### config.mk
export PLATFORM = sky130hd
export DESIGN_NAME = company_vote_ctrl
export DESIGN_NICKNAME = d
export VERILOG_FILES = /design/src/rtl/company_vote_ctrl.sv
export SDC_FILE = /design/constraint.sdc
export NUM_CORES = 1
export LEC_CHECK = 0
export BUFFER_PORTS_ARGS = -buffer_cell sky130_fd_sc_hd__clkbuf_2
export CAP_MARGIN = 20
export CORE_MARGIN = 3
export CORE_UTILIZATION = 49
export CTS_CLUSTER_SIZE = 40
export DETAILED_ROUTE_END_ITERATION = 16
export HOLD_SLACK_MARGIN = 0.08
export PLACE_DENSITY = 0.81
export SYNTH_ARGS = -nofsm -noshare
export SYNTH_HDL_FRONTEND = slang
export SYNTH_SLANG_ARGS = --single-unit
export TNS_END_PERCENT = 50
### constraint.sdc
create_clock -name clk -period 2 [get_ports clk]
set_input_delay 0.2 -clock clk [delete_from_list [all_inputs] [get_ports clk]]
set_output_delay 0.2 -clock clk [all_outputs]
set_load 0.02 [all_outputs]
### src/rtl/company_vote_ctrl.sv
// Ballot controller for a four-shareholder weighted resolution vote.
// Optional quorum check enabled with `define COMPANY_VOTE_QUORUM_EN.
module company_vote_ctrl #(
    parameter int unsigned WEIGHT_A = 40,
    parameter int unsigned WEIGHT_B = 30,
    parameter int unsigned WEIGHT_C = 20,
    parameter int unsigned WEIGHT_D = 10,
    parameter int unsigned THRESH   = 50,
    parameter int unsigned TIMEOUT  = 16,
    parameter int unsigned QUORUM   = 3
) (
    input  logic       clk,
    input  logic       rst_n,
    input  logic       start,
    input  logic [3:0] vote_valid,
    input  logic [3:0] vote_val,
    output logic [3:0] vote_ack,
    output logic       busy,
    output logic       done,
    output logic       passed,
    output logic [9:0] yes_weight,
    output logic       timed_out,
    output logic       quorum_fail
);

    localparam int unsigned TW = (TIMEOUT > 1) ? $clog2(TIMEOUT) : 1;
    localparam logic [TW-1:0] TLAST = TW'(TIMEOUT - 1);

`ifdef COMPANY_VOTE_QUORUM_EN
    localparam bit QUORUM_EN = 1'b1;
`else
    localparam bit QUORUM_EN = 1'b0;
`endif

    typedef enum logic [1:0] {
        S_IDLE,
        S_COLLECT,
        S_EVAL,
        S_DONE
    } state_t;

    state_t        r_state;
    state_t        w_next;
    logic [3:0]    r_voted;
    logic [3:0]    r_ballot;
    logic [3:0]    r_ack;
    logic [TW-1:0] r_timer;
    logic          r_passed;
    logic          r_timed_out;
    logic          r_quorum_fail;
    logic [9:0]    r_yes;

    logic [3:0]    w_accept;
    logic [3:0]    w_voted_nxt;
    logic          w_all_voted;
    logic          w_timeout;
    logic [3:0]    w_yes_bits;
    logic [9:0]    w_yes;
    logic [2:0]    w_nvotes;
    logic          w_qfail;
    logic          w_pass;

    // Only first-time strobes are accepted; repeats from a voted shareholder are dropped.
    always_comb begin
        w_accept = '0;
        if (r_state == S_COLLECT) begin
            w_accept = vote_valid & ~r_voted;
        end
    end

    assign w_voted_nxt = r_voted | w_accept;
    assign w_all_voted = &w_voted_nxt;
    assign w_timeout   = (r_timer == TLAST);

    always_comb begin
        w_next = r_state;
        case (r_state)
            S_IDLE:    if (start) w_next = S_COLLECT;
            S_COLLECT: if (w_all_voted || w_timeout) w_next = S_EVAL;
            S_EVAL:    w_next = S_DONE;
            S_DONE:    w_next = S_IDLE;
            default:   w_next = S_IDLE;
        endcase
    end

    assign w_yes_bits = r_voted & r_ballot;

    always_comb begin
        w_yes = '0;
        if (w_yes_bits[3]) w_yes = w_yes + 10'(WEIGHT_A);
        if (w_yes_bits[2]) w_yes = w_yes + 10'(WEIGHT_B);
        if (w_yes_bits[1]) w_yes = w_yes + 10'(WEIGHT_C);
        if (w_yes_bits[0]) w_yes = w_yes + 10'(WEIGHT_D);
    end

    // With the quorum feature disabled the vote count folds away as a constant.
    assign w_nvotes = 3'(r_voted[3]) + 3'(r_voted[2]) + 3'(r_voted[1]) + 3'(r_voted[0]);
    assign w_qfail  = QUORUM_EN && (32'(w_nvotes) < QUORUM);
    assign w_pass   = (32'(w_yes) > THRESH) && !w_qfail;

    always_ff @(posedge clk) begin
        if (!rst_n) begin
            r_state       <= S_IDLE;
            r_voted       <= '0;
            r_ballot      <= '0;
            r_ack         <= '0;
            r_timer       <= '0;
            r_passed      <= 1'b0;
            r_timed_out   <= 1'b0;
            r_quorum_fail <= 1'b0;
            r_yes         <= '0;
        end else begin
            r_state <= w_next;
            r_ack   <= w_accept;
            case (r_state)
                S_IDLE: begin
                    if (start) begin
                        r_voted       <= '0;
                        r_ballot      <= '0;
                        r_timer       <= '0;
                        r_timed_out   <= 1'b0;
                        r_quorum_fail <= 1'b0;
                    end
                end
                S_COLLECT: begin
                    r_voted  <= w_voted_nxt;
                    r_ballot <= (r_ballot & ~w_accept) | (vote_val & w_accept);
                    r_timer  <= r_timer + 1'b1;
                    if (!w_all_voted && w_timeout) begin
                        r_timed_out <= 1'b1;
                    end
                end
                S_EVAL: begin
                    r_yes         <= w_yes;
                    r_passed      <= w_pass;
                    r_quorum_fail <= w_qfail;
                end
                default: ;
            endcase
        end
    end

    assign vote_ack    = r_ack;
    assign busy        = (r_state == S_COLLECT) || (r_state == S_EVAL);
    assign done        = (r_state == S_DONE);
    assign passed      = r_passed;
    assign yes_weight  = r_yes;
    assign timed_out   = r_timed_out;
    assign quorum_fail = r_quorum_fail;

endmodule

==> impl_metrics.env <==
export IMPL_clk_latency_ps=330
export IMPL_root_buffer="clkbuf_4"
export IMPL_setup_viol=1
export IMPL_h_tree_depth=1
export IMPL_drc=0
export IMPL_cts_tree="done"
export IMPL_async_flop_share_pct=0
export IMPL_grt_pass1_vias=1431
export IMPL_maxCapViolCount=0
export IMPL_crit_slowest_cell="dfxtp_1"
export IMPL_period_minus_slack_ps=2000
export IMPL_grt_usage_pct=20.1
export IMPL_crit_path_end_kind="register"
export IMPL_crit_chain="and2_4 > inv_4 > ha_4 > nand2_1 > o32a_1 > a311oi_2 > xnor2_1 > and3_4 > a21oi_2"
export IMPL_maxSlewHeadroom_pct=64.3
export IMPL_wire_per_inst_um=14.2
export IMPL_synth_top_family_by_area="simple AND/OR/NAND/NOR gates"
export IMPL_start_util_pct=52.7
export IMPL_syn_inst=195
export IMPL_n_fill_cell=252
export IMPL_yosysTopAreaCell="dfxtp_1"
export IMPL_r2r_worst_path_cells=9
export IMPL_crit_buf_inv=1
export IMPL_synth_ff_type="dfxtp_1"
export IMPL_worstMarginPinSlew_ps=536
export IMPL_yosysSeqAreaShare_pct=34.0
export IMPL_dr_total_vias=1590
export IMPL_static_leakage_power_uw=0.000853
export IMPL_syn_cell_area_um2=1650
export IMPL_synthTopCellsByArea="dfxtp_1, ha_1, nor2_1"
export IMPL_viasPerCell=5.68
export IMPL_ys_types=49
export IMPL_cts_buffers=3
export IMPL_netlist_top_cells_count="dfxtp_1, nor2_1, a21oi_1, nand2_1, ha_1"
export IMPL_worstPathRequired_ps=2240
export IMPL_power_density_nw_per_um2=982
export IMPL_rsz0062_at_grt="yes"
export IMPL_ant_nets=0
export IMPL_clockBufferDepth=2
export IMPL_drt_initial_drc_count=129
export IMPL_wl_um=3980
export IMPL_ys_warnings_count=0
export IMPL_num_io_pins=30
export IMPL_hp_class="in -> reg"
export IMPL_setup_tns_ps=-3.87
export IMPL_yosys_area_share_simple_pct=26.7
export IMPL_cts_sinks=28
export IMPL_synth_mux_area_share_pct=4.94
export IMPL_dp_slack_ps=37.0
export IMPL_violations="negative setup slack"
export IMPL_io_buffers=26
export IMPL_finalHoldViolCount=0
export IMPL_synth_most_common_cell="dfxtp_1"
export IMPL_critical_path_top_delay_family="compound AO/OA/AOI/OAI gates"
export IMPL_crit_type="reg -> reg"
export IMPL_synth_xor_area_share_pct=2.66
export IMPL_core_rowCount=20
export IMPL_peakVddDrop_mv=0.331
export IMPL_fin_crit_sh_pct=100
export IMPL_clkTransAtPathRegs_ps=140
export IMPL_synth_edf_count=0
export IMPL_synth_compound_gate_area_share_pct=17.2
export IMPL_outcome="finished with violations"
export IMPL_antenna_found_initial=0
export IMPL_grt_max_degree=18
export IMPL_fp_dieW_um=64.0
export IMPL_max_freq_ghz=0.499
export IMPL_dieArea_um2=4090
export IMPL_cp_arrival_ps=2240
export IMPL_ys_ff_latch=28
export IMPL_die_h_um=64.0
export IMPL_overflow=0
export IMPL_min_path_cells=3
export IMPL_nNetsFinal=258
export IMPL_slew_violations=0
export IMPL_first_pass_iters=5
export IMPL_syn_to_final_growth_pct=22.9
export IMPL_synth_fa_ha_area_share_pct=7.59
export IMPL_grt_pass1_wl_um=6580
export IMPL_fin_ws_ps=-3.87
export IMPL_antenna_cells=0
export IMPL_slowest_delay_ps=340
export IMPL_crit_path_max_fanout=5
export IMPL_finalClockSkew_ps=2.36
export IMPL_start_kind="register"
export IMPL_gp_congestion=0.917
export IMPL_avgSynthCellArea_um2=8.45
export IMPL_postCtsHoldBufs=0
export IMPL_drive_above_1_share_pct=32.2
export IMPL_crit_cells=9
export IMPL_dp_hpwl_um=2900
export IMPL_core_area_um2=3130
export IMPL_yosys_area_top_type_share_pct=34.0
## sequential cells by signal, indices dropped and copies added (netlist names)
signal,flops
yes_weight,8
r_ballot,4
vote_ack,4
timed_out,1
r_timer,4
r_state,2
passed,1
r_voted,4
## what timing repair did
item / in CTS / in global routing
endpoints found under the setup margin: 1 / 6
resized for setup: 2 / 6
setup buffers: 4 / 3
pin swaps: 2 / 3
## path summary, 6_finish.rpt
check	start	endpoint	slack, ps
setup reg to reg	r_ballot[3]	passed	-4
hold / removal	vote_val[0]	r_ballot[0]	110
hold reg to reg	yes_weight[8]	yes_weight[8]	480
setup / recovery	r_ballot[3]	passed	-4
## through the flow
step / instances / total power (µW) / hold slack, ps / utilization, % / cell area (µm²)
after detailed placement: 269 / 1710 / 453 / 61.5 / 1920
after CTS: 277 / 1990 / 104 / 63.8 / 1990
after global placement: 269 / 1700 / 441 / 61.5 / 1920
after global routing: 280 / 2140 / 126 / 64.7 / 2020
after floorplan: 197 / 1420 / 341 / - / 1700
final: 280 / 1990 / 106 / 64.7 / 2020
## power breakdown
part | switching [µW] | leakage, µW | internal [µW] | total [µW]
clock | 164 | 0.0000210 | 112 | 276
combinational | 576 | 0.000603 | 392 | 968
sequential | 71.3 | 0.000229 | 673 | 745
total | 812 | 0.000853 | 1180 | 1990
## final cells by class
type                    instances  area (µm²)  share of cell area, %
inverters                       6        30.0                   1.48
clock buffers                   4        36.3                   1.79
flip-flops and latches         28         566                   27.9
repair buffers                 49         303                   15.0
well taps                      44        55.1                   2.72
multi-input cells             149        1030                   51.1
## cells by family after synthesis
group | after synthesis
AND/OR/NAND/NOR | 80
adder cells (fa/ha/maj) | 10
buffers and inverters | 20
other | 1
multiplexers | 8
flip-flops | 28
AO/OA/AOI/OAI | 43
XOR/XNOR | 5
## cells in the final DEF, fill, tap and decap left out, types with 3 or more instances in the layout
cell and count:
a211oi_1 5, a21oi_1 13, a31oi_1 3, a32oi_1 3, buf_4 23, clkbuf_2 26
clkbuf_4 3, conb_1 3, dfxtp_1 24, dfxtp_2 4, ha_1 7, ha_4 3
mux2i_1 7, nand2_1 13, nand2b_1 3, nand3_1 5, nand4_1 3, nand4b_1 3
nor2_1 25, nor3_1 6, nor3b_1 4, o21ai_0 5, o21ai_1 3, xnor2_1 3
## worst min-delay path: cells and delay by family
kind,cells,cell delay (ps)
buf+inv,1,80
simple gates,1,70
mux,1,50
## metal layers
layer	GRT usage [%]	part of all wire [%]
met1	26.7	43
met2	32.8	49
met3	2.81	5.8
met4	7.55	2.1
met5	0	0
Power figures use the tool's default switching activity.
